### src/rtl/thread_scheduler_pkg.sv
// Shared types and sizing for the barrel thread scheduler.
// Latency: n/a (types, constants and a decode helper only).
// Backpressure: n/a.
package sched_pkg;

  localparam int NUM_THREADS = 16;  // must equal register-file thread depth
  localparam int TID_W       = 5;   // matches register-file thread_read/thread_write
  localparam int PIPE_DEPTH  = 4;   // unstalled cycles from issue to writeback, >= 1

  typedef enum logic [1:0] {
    S_IDLE  = 2'd0,
    S_RUN   = 2'd1,
    S_DRAIN = 2'd2,
    S_DONE  = 2'd3
  } sched_state_t;

  typedef struct packed {
    logic             valid;
    logic [TID_W-1:0] tid;
  } pipe_entry_t;

  typedef logic [NUM_THREADS-1:0] thread_mask_t;

  // One-hot decode of a thread index; indices >= NUM_THREADS decode to zero.
  function automatic thread_mask_t tid_onehot(input logic [TID_W-1:0] tid);
    thread_mask_t m;
    m = '0;
    for (int i = 0; i < NUM_THREADS; i++) begin
      if (tid == TID_W'(i)) m[i] = 1'b1;
    end
    return m;
  endfunction

endpackage

### src/rtl/thread_scheduler_if.sv
// Control/status bundle between a block launcher and the thread scheduler.
// Latency: n/a (wires only).
// Backpressure: stall_i freezes the scheduler; no other flow control.
// slave  : scheduler side (launch/count/bidx/stall/halt in; issue/wb/bidx/busy/done out)
// master : launcher / pipeline side, mirror of slave
interface thread_scheduler_if;
  import sched_pkg::*;

  logic             launch_i;
  logic [TID_W-1:0] thread_count_i;
  logic [31:0]      bidx_i;
  logic             stall_i;
  logic             halt_i;
  logic             issue_valid_o;
  logic [TID_W-1:0] thread_read_o;
  logic             wb_valid_o;
  logic [TID_W-1:0] thread_write_o;
  logic [31:0]      bidx_o;
  logic             busy_o;
  logic             done_o;

  modport slave (
    input  launch_i, thread_count_i, bidx_i, stall_i, halt_i,
    output issue_valid_o, thread_read_o, wb_valid_o, thread_write_o,
           bidx_o, busy_o, done_o
  );

  modport master (
    output launch_i, thread_count_i, bidx_i, stall_i, halt_i,
    input  issue_valid_o, thread_read_o, wb_valid_o, thread_write_o,
           bidx_o, busy_o, done_o
  );

endinterface

### src/rtl/thread_scheduler_rr_arbiter.sv
// Round-robin grant over the thread request mask, starting strictly after ptr.
// Latency: combinational.
// Backpressure: none; gnt_valid=0 when no request is set.
// Ports: req (one bit per thread), ptr (last granted index) -> gnt_valid, gnt_idx
//        (gnt_idx is 0 when nothing is granted).
module rr_arbiter
  import sched_pkg::*;
(
  input  thread_mask_t     req,
  input  logic [TID_W-1:0] ptr,
  output logic             gnt_valid,
  output logic [TID_W-1:0] gnt_idx
);

  localparam int IDX_W = (NUM_THREADS > 1) ? $clog2(NUM_THREADS) : 1;

  logic [IDX_W-1:0] cand;

  // Walk offsets from farthest to nearest so the nearest requester after ptr
  // is the last one written and therefore wins.
  always_comb begin
    gnt_valid = 1'b0;
    gnt_idx   = '0;
    cand      = '0;
    for (int k = NUM_THREADS; k >= 1; k--) begin
      cand = IDX_W'((int'(ptr) + k) % NUM_THREADS);
      if (req[cand]) begin
        gnt_valid = 1'b1;
        gnt_idx   = TID_W'(cand);
      end
    end
  end

endmodule

### src/rtl/thread_scheduler.sv
// Barrel thread scheduler: issues one ready thread per cycle and tracks each op to writeback.
// Latency: issue visible in the cycle after launch; writeback exactly PIPE_DEPTH unstalled cycles after issue.
// Backpressure: stall_i freezes issue and the tracking pipe; a thread has at most one op in flight.
// Ports: clk, rst (async, active-high); bus (slave modport):
//   launch_i/thread_count_i/bidx_i start a block from IDLE; stall_i, halt_i from the pipeline;
//   issue_valid_o/thread_read_o drive regfile read select, wb_valid_o/thread_write_o the write
//   select, bidx_o the regfile bIdx; busy_o in RUN/DRAIN, done_o one cycle in DONE.
module thread_scheduler
  import sched_pkg::*;
(
  input  logic                clk,
  input  logic                rst,
  thread_scheduler_if.slave   bus
);

  sched_state_t                   state_q, state_d;
  thread_mask_t                   active_q, active_d;
  thread_mask_t                   halted_q, halted_d;
  thread_mask_t                   inflight_q, inflight_d;
  logic [TID_W-1:0]               ptr_q, ptr_d;
  logic [TID_W-1:0]               thread_read_q, thread_read_d;
  logic [31:0]                    bidx_q, bidx_d;
  pipe_entry_t [PIPE_DEPTH-1:0]   pipe_q, pipe_d;

  thread_mask_t                   runnable;
  thread_mask_t                   ready;
  thread_mask_t                   launch_mask;
  logic [TID_W-1:0]               count_sat;
  logic                           gnt_valid;
  logic [TID_W-1:0]               gnt_idx;
  logic                           issue_vld;
  logic                           wb_vld;
  logic                           pipe_busy;
  pipe_entry_t                    tail;

  // A thread is eligible only while nothing of its own is in flight, which keeps
  // same-thread RAW hazards out of the pipe. A thread retiring this cycle is still
  // marked in flight here, so it reissues one cycle later at the earliest.
  always_comb begin
    runnable = active_q & ~halted_q;
    ready    = runnable & ~inflight_q;
  end

  rr_arbiter u_arb (
    .req       (ready),
    .ptr       (ptr_q),
    .gnt_valid (gnt_valid),
    .gnt_idx   (gnt_idx)
  );

  always_comb begin
    tail      = pipe_q[PIPE_DEPTH-1];
    issue_vld = (state_q == S_RUN) && !bus.stall_i && gnt_valid;
    wb_vld    = tail.valid && !bus.stall_i;

    pipe_busy = 1'b0;
    for (int s = 0; s < PIPE_DEPTH; s++) begin
      pipe_busy = pipe_busy | pipe_q[s].valid;
    end

    count_sat = (bus.thread_count_i > TID_W'(NUM_THREADS)) ? TID_W'(NUM_THREADS)
                                                           : bus.thread_count_i;
    launch_mask = '0;
    for (int i = 0; i < NUM_THREADS; i++) begin
      launch_mask[i] = (TID_W'(i) < count_sat);
    end
  end

  always_comb begin
    state_d       = state_q;
    active_d      = active_q;
    halted_d      = halted_q;
    inflight_d    = inflight_q;
    ptr_d         = ptr_q;
    thread_read_d = thread_read_q;
    bidx_d        = bidx_q;
    pipe_d        = pipe_q;

    // Retire and issue always involve different threads: the granted thread is
    // not in flight, while the retiring one is.
    if (wb_vld) begin
      inflight_d = inflight_d & ~tid_onehot(tail.tid);
      if (bus.halt_i) halted_d = halted_d | tid_onehot(tail.tid);
    end
    if (issue_vld) begin
      inflight_d    = inflight_d | tid_onehot(gnt_idx);
      ptr_d         = gnt_idx;
      thread_read_d = gnt_idx;
    end

    if (!bus.stall_i) begin
      pipe_d[0].valid = issue_vld;
      pipe_d[0].tid   = issue_vld ? gnt_idx : '0;
      for (int s = 1; s < PIPE_DEPTH; s++) begin
        pipe_d[s] = pipe_q[s-1];
      end
    end

    unique case (state_q)
      S_IDLE: begin
        if (bus.launch_i) begin
          state_d    = S_RUN;
          active_d   = launch_mask;
          halted_d   = '0;
          inflight_d = '0;
          bidx_d     = bus.bidx_i;
        end
      end
      S_RUN: begin
        if (runnable == '0) state_d = S_DRAIN;
      end
      S_DRAIN: begin
        if (!bus.stall_i && !pipe_busy) state_d = S_DONE;
      end
      S_DONE: begin
        state_d = S_IDLE;
      end
      default: begin
        state_d = S_IDLE;
      end
    endcase
  end

  always_ff @(posedge clk or posedge rst) begin
    if (rst) begin
      state_q       <= S_IDLE;
      active_q      <= '0;
      halted_q      <= '0;
      inflight_q    <= '0;
      ptr_q         <= TID_W'(NUM_THREADS - 1);
      thread_read_q <= '0;
      bidx_q        <= '0;
      pipe_q        <= '0;
    end else begin
      state_q       <= state_d;
      active_q      <= active_d;
      halted_q      <= halted_d;
      inflight_q    <= inflight_d;
      ptr_q         <= ptr_d;
      thread_read_q <= thread_read_d;
      bidx_q        <= bidx_d;
      pipe_q        <= pipe_d;
    end
  end

  // thread_read_o holds the last granted index when nothing issues.
  assign bus.issue_valid_o  = issue_vld;
  assign bus.thread_read_o  = issue_vld ? gnt_idx : thread_read_q;
  assign bus.wb_valid_o     = wb_vld;
  assign bus.thread_write_o = tail.tid;
  assign bus.bidx_o         = bidx_q;
  assign bus.busy_o         = (state_q == S_RUN) || (state_q == S_DRAIN);
  assign bus.done_o         = (state_q == S_DONE);

endmodule

### src/flat_wrapper.sv
// flat-port wrapper written by rule: the top's interface ports become plain ports
module thread_scheduler_flat import sched_pkg::*;
  (clk, rst, bus_launch_i, bus_thread_count_i, bus_bidx_i, bus_stall_i, bus_halt_i, bus_issue_valid_o, bus_thread_read_o, bus_wb_valid_o, bus_thread_write_o, bus_bidx_o, bus_busy_o, bus_done_o);
  thread_scheduler_if bus_i ();
  input  logic clk;
  input  logic rst;
  input wire logic [$bits(bus_i.launch_i)-1:0] bus_launch_i;
  input wire logic [$bits(bus_i.thread_count_i)-1:0] bus_thread_count_i;
  input wire logic [$bits(bus_i.bidx_i)-1:0] bus_bidx_i;
  input wire logic [$bits(bus_i.stall_i)-1:0] bus_stall_i;
  input wire logic [$bits(bus_i.halt_i)-1:0] bus_halt_i;
  output wire logic [$bits(bus_i.issue_valid_o)-1:0] bus_issue_valid_o;
  output wire logic [$bits(bus_i.thread_read_o)-1:0] bus_thread_read_o;
  output wire logic [$bits(bus_i.wb_valid_o)-1:0] bus_wb_valid_o;
  output wire logic [$bits(bus_i.thread_write_o)-1:0] bus_thread_write_o;
  output wire logic [$bits(bus_i.bidx_o)-1:0] bus_bidx_o;
  output wire logic [$bits(bus_i.busy_o)-1:0] bus_busy_o;
  output wire logic [$bits(bus_i.done_o)-1:0] bus_done_o;
  assign bus_i.launch_i = bus_launch_i;
  assign bus_i.thread_count_i = bus_thread_count_i;
  assign bus_i.bidx_i = bus_bidx_i;
  assign bus_i.stall_i = bus_stall_i;
  assign bus_i.halt_i = bus_halt_i;
  assign bus_issue_valid_o = bus_i.issue_valid_o;
  assign bus_thread_read_o = bus_i.thread_read_o;
  assign bus_wb_valid_o = bus_i.wb_valid_o;
  assign bus_thread_write_o = bus_i.thread_write_o;
  assign bus_bidx_o = bus_i.bidx_o;
  assign bus_busy_o = bus_i.busy_o;
  assign bus_done_o = bus_i.done_o;
  thread_scheduler u_core (.clk(clk), .rst(rst), .bus(bus_i));
endmodule
### config.mk
export PLATFORM = sky130hd
export DESIGN_NAME = thread_scheduler_flat
export DESIGN_NICKNAME = d
export VERILOG_FILES = /design/src/rtl/thread_scheduler_pkg.sv /design/src/rtl/thread_scheduler_if.sv /design/src/rtl/thread_scheduler_rr_arbiter.sv /design/src/rtl/thread_scheduler.sv /design/src/flat_wrapper.sv
export SDC_FILE = /design/constraint.sdc
export NUM_CORES = 1
export LEC_CHECK = 0
export ABC_AREA = 1
export CORE_UTILIZATION = 39
export DETAILED_ROUTE_END_ITERATION = 6
export PLACE_DENSITY = 0.71
export SLEW_MARGIN = 20
export SYNTH_ARGS = -nofsm -noshare
export SYNTH_HDL_FRONTEND = slang
export SYNTH_SLANG_ARGS = --single-unit
### constraint.sdc
create_clock -name clk -period 4.1 [get_ports clk]
set_input_delay 0.615 -clock clk [delete_from_list [all_inputs] [get_ports clk]]
set_output_delay 0.615 -clock clk [all_outputs]
set_load 0.03 [all_outputs]
==> impl_metrics.py, run 1 <==
metrics = {
    "clock_network": {
        "numCtsBuffers": 9,
        "numClockSinks": 111,
        "clock_latency_ns": 0.34,
        "clockBufferDepth": 2,
        "cts_tree": "done",
        "htreeDepth": 3,
        "clk_pin_slew_ns": 0.07,
        "cts_root_buffer": "clkbuf_16",
    },
    "placement": {
        "dp_hpwl_um": 13200,
        "io_buffers": 86,
        "gp_congestion": 0.956,
    },
    "global_routing": {
        "antenna_found_initial": 0,
        "grt_use_total_pct": 20.4,
        "grt_pass1_wl_um": 28900,
        "grt.overflow.total": 0,
        "grt_pass1_vias": 5793,
        "grt_max_degree": 80,
    },
    "yosys": {
        "synth_area_sq_mm": 0.00661,
        "synth_edf_count": 0,
        "yosysSeqAreaShare_pct": 42.1,
        "ys_seq_elements": 111,
        "synth.distinct_cells": 40,
        "ys_top_cells_by_count": "nand2_1, dfrtp_1, nand3_1, inv_1, nor2_1",
        "post-synth-top-count-cell": "nand2_1",
        "synth_flop_cell": "dfrtp_1",
        "synth_top_area_share_pct": 40.5,
        "yosys_warnings": 0,
        "syn_area_per_cell_sq_um": 7.10,
        "async_flop_share_pct": 100,
        "yosys-top-cells-area": "dfrtp_1, nand2_1, nand3_1, a21oi_1, inv_1",
        "yosysTopAreaCell": "dfrtp_1",
        "synth_nets": 985,
        "synthCells": 931,
    },
    "drt": {
        "via_per_inst": 5.07,
        "dr_total_vias": 6321,
        "routed_wl_um": 17600,
        "drt-initial-drc-count": 529,
        "detail-route-antenna-nets": 0,
        "post_drt_wl_per_cell_um": 14.1,
        "drc": 0,
        "drt_pass1_iterations": 5,
    },
    "sta": {
        "layout_min_cycle_time_ns": 3.91,
        "max_freq_mhz": 256,
        "hold_viol_final": 0,
        "min_period_over_period_pct": 95.4,
        "maxSlewHeadroom_pct": 34.8,
        "finalSetupViolCount": 0,
        "worstMarginPinSlew_ns": 0.978,
        "clock_skew_ns": 0.00502,
        "slew_violations": 0,
    },
    "run_status": {
        "status": "complete, no violations",
    },
    "critical_path": {
        "cp.arrival_ns": 3.30,
        "regToRegSetupSlack_ns": 0.91,
        "slowest_stage": "dfstp_2",
        "cp_top_family": "simple AND/OR/NAND/NOR gates",
        "path_class": "flip-flop to output port",
        "cp_max_fo": 11,
        "worst_ep_required_time_ns": 3.48,
        "path_buf_inv": 5,
        "worstPathCellList": "inv_4 -> ha_1 -> a21o_1 -> xor2_2 -> inv_1 -> nand3_1 -> nand2_1 -> nor4_2 -> nand4_1 -> nand3_1 -> inv_1 -> buf_4 -> nand3_4 -> nand2_1 -> buf_4",
        "cp-end-kind": "output port",
        "worst_path_largest_cell_delay_ns": 0.59,
        "critPathLaunchType": "flip-flop",
    },
    "cells_and_area": {
        "drive_above_1_share_pct": 12.3,
        "multi_input_area_sq_mm": 0.00338,
        "finalNetCount": 1078,
        "antenna_cells": 0,
        "ff_latch_area_sq_mm": 0.00278,
        "fillCellCount": 1629,
        "final_util_pct": 49.4,
        "syn_to_final_growth_pct": 24.1,
    },
    "die": {
        "placementRows": 47,
        "initial_utilization_pct": 39.9,
        "core_sq_mm": 0.0166,
        "die_y_um": 132,
        "pin_count": 88,
        "die_area_sq_mm": 0.0175,
        "die_w_um": 132,
    },
    "hold_path": {
        "worstHoldPathType": "flip-flop to flip-flop",
    },
    "job": {
        "maxCapViolations": 0,
    },
}
logic make-up (layout without fill, tap and decap cells):
kind of cell / after synthesis / count (layout) / share of synthesized area, %
adder cells (fa/ha/maj): 12 / 12 / 2.27
flip-flops: 111 / 111 / 42.1
AO/OA/AOI/OAI: 116 / 116 / 9.79
AND/OR/NAND/NOR: 552 / 552 / 35.8
buffers and inverters: 133 / 229 / 8.42
other: 1 / 1 / 0.0567
XOR/XNOR: 6 / 6 / 1.59
final timing paths:
check	startpoint	to	depth (start not counted)
worst max-delay path	u_core.ptr_q[1]$_DFFE_PP1N_	bus_thread_read_o[0]	15
worst min-delay path	u_core.pipe_q[9]$_DFFE_PP0N_	u_core.pipe_q[15]$_DFFE_PP0N_	2
worst max register to register	u_core.ptr_q[1]$_DFFE_PP1N_	u_core.inflight_q[5]$_DFF_PP0_	28
worst min register to register	u_core.pipe_q[9]$_DFFE_PP0N_	u_core.pipe_q[15]$_DFFE_PP0N_	2
max in group asynchronous	rst	u_core.active_q[6]$_DFFE_PP0P_	3
min in group asynchronous	rst	u_core.pipe_q[5]$_DFFE_PP0N_	2
repair_timing:
action                                 4_1_cts  5_1_grt
setup endpoints to repair                    3        5
endpoints found under the hold margin        0        0
resized for setup                            3       30
buffers inserted                             0        4
pin swaps                                    0        3
hold buffers                                 0        0
area by class of cell:
cell class,instances,area share (%)
clock inverter,3,0.534
sequential,111,33.9
clock buffer,11,2.96
multi-input combinational,687,41.2
inverter,98,4.58
tap,220,3.36
timing repair buffer,117,13.5
worst register-to-register path, delay by kind of cell, from the launching register on:
| family | cells | cell delay [ns] |
|---|---|---|
| buf+inv | 4 | 0.46 |
| flops | 1 | 0.59 |
| compound gates | 1 | 0.15 |
| fa+ha+maj | 1 | 0.30 |
| simple gates | 22 | 1.60 |
registers in the layout, summed over array words and instances, names as in the netlist:
name,flops
u_core.bus.bidx_o,32
u_core.active_q,16
u_core.halted_q,16
u_core.inflight_q,16
u_core.pipe_q,16
u_core.thread_read_q,5
u_core.bus.thread_write_o,4
u_core.ptr_q,4
u_core.state_q,2
placed cells by master (no fill, tap or decap), drive strengths merged:
cell type / instances
a2111o: 2
a21o: 1
a21oi: 71
a22oi: 2
a31oi: 3
and3: 1
buf: 36
bufinv: 1
clkbuf: 12
clkdlybuf4s50: 80
clkinv: 2
conb: 1
dfrtp: 107
dfstp: 4
ha: 12
inv: 98
nand2: 345
nand3: 115
nand3b: 8
nand4: 5
nor2: 71
nor3: 4
nor4: 3
o21a: 2
o21ai: 31
o22ai: 1
o311ai: 1
o31ai: 1
o41ai: 1
xnor2: 1
xor2: 5
per-stage QoR:
step           std cells  TNS [ns]  setup WS, ns  hold WS (ns)  instance area [sq um]
3_5_place_dp        1229         0         0.116         0.453                   7760
6_report            1247         0         0.187         0.467                   8200
3_3_place_gp        1229         0         0.140         0.450                   7760
4_1_cts             1243         0      0.000374         0.471                   8050
5_1_grt             1247   -0.0390       -0.0248         0.502                   8200
2_1_floorplan        931         0         0.426         0.442                   6610
metal layers:
metal | part of all wire, % | track usage, %
met4 | 2.3 | 6.64
met5 | 0 | 0
met3 | 6.3 | 3.77
met1 | 47 | 29.2
met2 | 44 | 31.2
Power of run 1 is left out: the tool's default activity adds up to more than one toggle a clock period on the data nets, which glitch-free logic cannot reach.
==> inputs of run 2 (changes only) <==
- ABC_AREA: 1 -> unset
- PLACE_DENSITY: 0.71 -> unset
- PLACE_DENSITY_LB_ADDON: unset -> 0.05
==> impl_metrics.py, run 2 <==
metrics = {
    "drt": {
        "detail-route-antenna-nets": 0,
        "post_drt_wl_per_cell_um": 20.9,
        "drt_pass1_iterations": 5,
        "drc": 0,
        "via_per_inst": 5.79,
        "dr_total_vias": 7153,
        "routed_wl_um": 25900,
        "drt-initial-drc-count": 481,
    },
    "placement": {
        "io_buffers": 86,
        "gp_congestion": 0.953,
        "dp.cells": 1197,
        "placed_area_sq_mm": 0.00952,
        "dp_hpwl_um": 19800,
    },
    "yosys": {
        "synth_area_sq_mm": 0.00765,
        "synthCells": 802,
        "synth_flop_cell": "dfrtp_1",
        "syn_area_per_cell_sq_um": 9.54,
        "synth_edf_count": 0,
        "ys_top_cells_by_count": "nand2_1, dfrtp_1, nor2_1, a21oi_1, o21ai_0",
        "synth.distinct_cells": 78,
        "yosys_warnings": 0,
        "yosys-top-cells-area": "dfrtp_1, mux4_2, nand2_1, mux2i_1, mux2_2",
        "post-synth-top-count-cell": "nand2_1",
        "synth_nets": 856,
        "async_flop_share_pct": 100,
        "synth_top_area_share_pct": 35.0,
        "ys_seq_elements": 111,
        "yosysSeqAreaShare_pct": 36.4,
        "yosysTopAreaCell": "dfrtp_1",
    },
    "clock_network": {
        "clk_pin_slew_ns": 0.09,
        "cts_root_buffer": "clkbuf_16",
        "numClockSinks": 111,
        "htreeDepth": 3,
        "clock_latency_ns": 0.37,
        "cts_tree": "done",
        "numCtsBuffers": 9,
        "clockBufferDepth": 2,
    },
    "critical_path": {
        "r2r_start": "u_core.ptr_q[0]$_DFFE_PP1N_",
        "worst_ep_required_time_ns": 3.48,
        "regToRegSetupSlack_ns": 0.08,
        "path_class": "flip-flop to output port",
        "crit_path_start": "u_core.ptr_q[0]$_DFFE_PP1N_",
        "cp-end-kind": "output port",
        "slowest_stage": "dfstp_2",
        "worstPathCellList": "buf_4 -> buf_6 -> mux4_2 -> a22o_1 -> or2_1 -> buf_4 -> nor2b_1 -> nand3_1 -> a311oi_2 -> a21oi_4 -> nand2_1 -> o21a_4 -> buf_4",
        "reg2regPathDepth": 14,
        "critPathLaunchType": "flip-flop",
        "crit_end": "bus_thread_read_o[2]",
        "cp.arrival_ns": 3.91,
        "cpMostUsedCell": "buf_4",
        "worst_path_largest_cell_delay_ns": 0.56,
        "cp_max_fo": 21,
        "r2r_end": "u_core.inflight_q[6]$_DFF_PP0_",
    },
    "hold_path": {
        "worstHoldPathType": "flip-flop to flip-flop",
        "hp-start": "u_core.bus.bidx_o[17]$_DFFE_PP0P_",
    },
    "run_status": {
        "violations": "setup timing",
        "status": "finished, violations left",
    },
    "cells_and_area": {
        "finalNetCount": 1025,
        "final_common_cell": "nand2_1",
        "drive_above_1_share_pct": 27.7,
        "final_cells": 1236,
        "final_cell_mix": "nand2_1, buf_4, dfrtp_1, clkdlybuf4s50_1, nor2_1",
        "antenna_cells": 0,
        "final_util_pct": 54.1,
        "stdcell_area_sq_mm": 0.0103,
        "syn_to_final_growth_pct": 34.1,
        "largest_register_ffs": 32,
    },
    "die": {
        "pin_count": 88,
        "placementRows": 50,
        "die_area_sq_mm": 0.0202,
        "die_y_um": 142,
        "die_w_um": 142,
        "core_sq_mm": 0.0190,
        "initial_utilization_pct": 40.3,
    },
    "global_routing": {
        "grt_pass1_vias": 7188,
        "grt_pass1_wl_um": 41400,
        "grt_use_total_pct": 27.0,
        "grt.overflow.total": 0,
        "grt_max_degree": 63,
        "antenna_found_initial": 0,
    },
    "sta": {
        "rsz0062_at_grt": "true",
        "slew_violations": 0,
        "layout_min_cycle_time_ns": 4.53,
        "fin_ws_ns": -0.427,
        "finalSetupViolCount": 5,
        "worstMarginPinSlew_ns": 0.906,
        "clock_skew_ns": 0.0154,
        "min_period_over_period_pct": 110,
        "maxSlewHeadroom_pct": 39.4,
        "hold_viol_final": 0,
        "finalSetupTns_ns": -1.74,
        "max_freq_mhz": 221,
    },
    "job": {
        "maxCapViolations": 0,
    },
}
## run 2: per-layer routing
metal	global-route usage [%]	part of all wire [%]	up-vias
met5	0	0	-
met4	10.7	3.2	0
met3	3.03	4.2	43
met2	44.0	48	248
met1	36.8	45	3576
li1	-	-	3286
## run 2: stage by stage
stage / hold WS [ns] / setup slack (ns)
5_1_grt: 0.501 / -0.547
3_5_place_dp: 0.460 / -0.0659
6_report: 0.478 / -0.427
4_1_cts: 0.480 / -0.387
3_3_place_gp: 0.455 / -0.0966
2_1_floorplan: 0.445 / -0.113
## run 2: cell type report
type	count	area, sq um
Clock buffer	10	229
Clock inverter	6	55.1
Fill cell	1713	8700
Inverter	27	108
Multi-Input combinational cell	617	4920
Sequential cell	111	2780
Tap cell	260	325
Timing Repair Buffer	205	1830
## run 2: cells by family (layout without fill, tap and decap cells)
group                      count (synthesis)  in the layout  share of synthesized area, %
AOI/OAI and AO/OA                        184            184                          17.2
xor gates and xnor gates                  12             12                          1.62
adders and majority gates                 12             12                          1.96
buffers and inverters                     74            248                          4.24
DFF                                      111            111                          36.4
muxes                                     90             90                          18.0
other                                      1              1                        0.0490
and+or+nand+nor                          318            318                          20.5
## run 2: worst min path at each step
stage	end	slack, ns	depth (start not counted)
after floorplan	u_core.pipe_q[0]$_DFFE_PP0N_	0.45	2
after global placement	u_core.bus.bidx_o[26]$_DFFE_PP0P_	0.46	2
after detailed placement	u_core.thread_read_q[1]$_DFF_PP0_	0.46	1
after CTS	u_core.bus.bidx_o[17]$_DFFE_PP0P_	0.48	2
after global routing	u_core.bus.bidx_o[6]$_DFFE_PP0P_	0.50	2
final	u_core.bus.bidx_o[17]$_DFFE_PP0P_	0.48	2
## run 2: critical path: cells and delay by family, from the launching register on
family | cells | cell delay (ns)
buf+inv | 4 | 0.77
compound gates | 4 | 0.94
flops | 1 | 0.56
simple gates | 4 | 0.84
mux | 1 | 0.42
## run 2: timing repair
action / 4_1_cts / 5_1_grt
endpoints found under the setup margin: 7 / 22
buffers inserted: 10 / 15
pin swaps: 11 / 13
gates resized for setup: 20 / 38
hold buffers: 0 / 0
cloned: 0 / 0
Power of run 2 is left out for the same reason.
==> inputs of run 3 (changes only) <==
- CORE_MARGIN: unset -> 5
- CTS_CLUSTER_SIZE: unset -> 16
==> impl_metrics.py, run 3 (synthesis gave the netlist of run 2 again) <==
metrics = {
    "run_status": {
        "status": "finished, violations left",
        "violations": "setup timing",
    },
    "sta": {
        "min_period_over_period_pct": 109,
        "hold_viol_final": 0,
        "slew_violations": 0,
        "whs_ns": 0.473,
        "fin_ws_ns": -0.361,
        "finalSetupViolCount": 6,
        "finalSetupTns_ns": -1.50,
        "clock_skew_ns": 0.0115,
        "max_freq_mhz": 224,
        "maxSlewHeadroom_pct": 38.8,
        "worstMarginPinSlew_ns": 0.915,
        "layout_min_cycle_time_ns": 4.46,
        "rsz0062_at_grt": "true",
    },
    "clock_network": {
        "htreeDepth": 3,
        "clockBufferDepth": 2,
        "numCtsBuffers": 9,
        "clk_pin_slew_ns": 0.07,
        "cts_root_buffer": "clkbuf_16",
        "numClockSinks": 111,
        "cts_tree": "done",
        "postCtsHoldBufs": 0,
        "clock_latency_ns": 0.35,
    },
    "cells_and_area": {
        "fillCellCount": 1785,
        "final_common_cell": "nand2_1",
        "drive_above_1_share_pct": 30.1,
        "final_cell_mix": "nand2_1, buf_4, dfrtp_1, clkdlybuf4s50_1, nor2_1",
        "largest_register_ffs": 32,
        "finalNetCount": 1045,
        "antenna_cells": 0,
        "syn_to_final_growth_pct": 36.1,
    },
    "die": {
        "initial_utilization_pct": 39.4,
        "die_w_um": 150,
        "core_sq_mm": 0.0194,
        "placementRows": 51,
        "die_area_sq_mm": 0.0225,
        "pin_count": 88,
        "die_y_um": 150,
    },
    "critical_path": {
        "cp-end-kind": "output port",
        "slowest_stage": "dfstp_2",
        "worst_path_largest_cell_delay_ns": 0.55,
        "worstPathCellList": "inv_2 -> ha_4 -> buf_4 -> buf_4 -> a2111oi_4 -> nor4_4 -> buf_4 -> buf_4 -> mux2i_4 -> buf_6 -> nand2_1 -> a2111oi_4 -> a311oi_2 -> a21oi_4 -> nand2_2 -> o21a_4 -> buf_6",
        "cp_top_family": "compound AO/OA/AOI/OAI gates",
        "cpMostUsedCell": "buf_4",
        "cp_max_fo": 8,
        "worst_ep_required_time_ns": 3.48,
        "path_class": "flip-flop to output port",
        "critPathLaunchType": "flip-flop",
        "path_buf_inv": 7,
        "cp.arrival_ns": 3.85,
    },
    "placement": {
        "gp_congestion": 0.948,
        "dp_hpwl_um": 20800,
        "io_buffers": 86,
        "pre_cts_slack_ns": -0.110,
    },
    "drt": {
        "drc": 0,
        "drt-initial-drc-count": 513,
        "detail-route-antenna-nets": 0,
        "via_per_inst": 5.81,
        "routed_wl_um": 27100,
        "drt_pass1_iterations": 5,
        "post_drt_wl_per_cell_um": 21.5,
        "dr_total_vias": 7328,
    },
    "global_routing": {
        "grt_pass1_vias": 7544,
        "grt.overflow.total": 0,
        "grt_max_degree": 69,
        "grt_pass1_wl_um": 42600,
        "antenna_found_initial": 0,
        "grt_use_total_pct": 24.5,
    },
    "job": {
        "maxCapViolations": 0,
    },
    "hold_path": {
        "worstHoldPathType": "flip-flop to flip-flop",
    },
}
run 3: final timing paths:
path,endpoint,cells after the start,slack [ns],startpoint
max in group asynchronous,u_core.ptr_q[1]$_DFFE_PP1N_,3,2.65,rst
setup / recovery,bus_thread_read_o[2],17,-0.36,u_core.ptr_q[1]$_DFFE_PP1N_
min in group asynchronous,u_core.bus.bidx_o[7]$_DFFE_PP0P_,2,0.67,rst
hold reg to reg,u_core.thread_read_q[1]$_DFF_PP0_,1,0.47,u_core.thread_read_q[1]$_DFF_PP0_
hold / removal,u_core.thread_read_q[1]$_DFF_PP0_,1,0.47,u_core.thread_read_q[1]$_DFF_PP0_
setup reg to reg,u_core.inflight_q[10]$_DFF_PP0_,14,0.08,u_core.ptr_q[0]$_DFFE_PP1N_
run 3: routing by layer:
layer / global-route usage [%] / part of all wire [%] / wire (um)
met4: 15.0 / 6.3 / 1710
met1: 30.3 / 41 / 11000
met3: 3.60 / 5.1 / 1380
met2: 40.4 / 48 / 13000
met5: 0 / 0 / 0
run 3: cell type report:
type	count	area (sq um)	share of cell area (%)
flip-flops and latches	111	2780	26.7
clock buffers	11	253	2.43
multi-input cells	618	4920	47.3
repair buffers	224	1950	18.7
clock inverters	5	62.6	0.601
inverters	27	109	1.05
well taps	265	332	3.18
run 3: repair_timing:
| item | 4_1_cts | 5_1_grt |
|---|---|---|
| endpoints found under the hold margin | 0 | 0 |
| setup endpoints to repair | 6 | 22 |
| gates cloned | 1 | 0 |
| resized for setup | 36 | 16 |
| pin swaps | 26 | 8 |
| setup buffers | 24 | 3 |
run 3: metrics by stage:
stage	cell area, sq um	instances	utilization [%]
2_1_floorplan	7850	802	-
3_3_place_gp	9640	1219	49.7
3_5_place_dp	9640	1219	49.7
4_1_cts	10300	1259	53.3
5_1_grt	10400	1261	53.7
6_report	10400	1261	53.7
Power of run 3 is left out for the same reason.
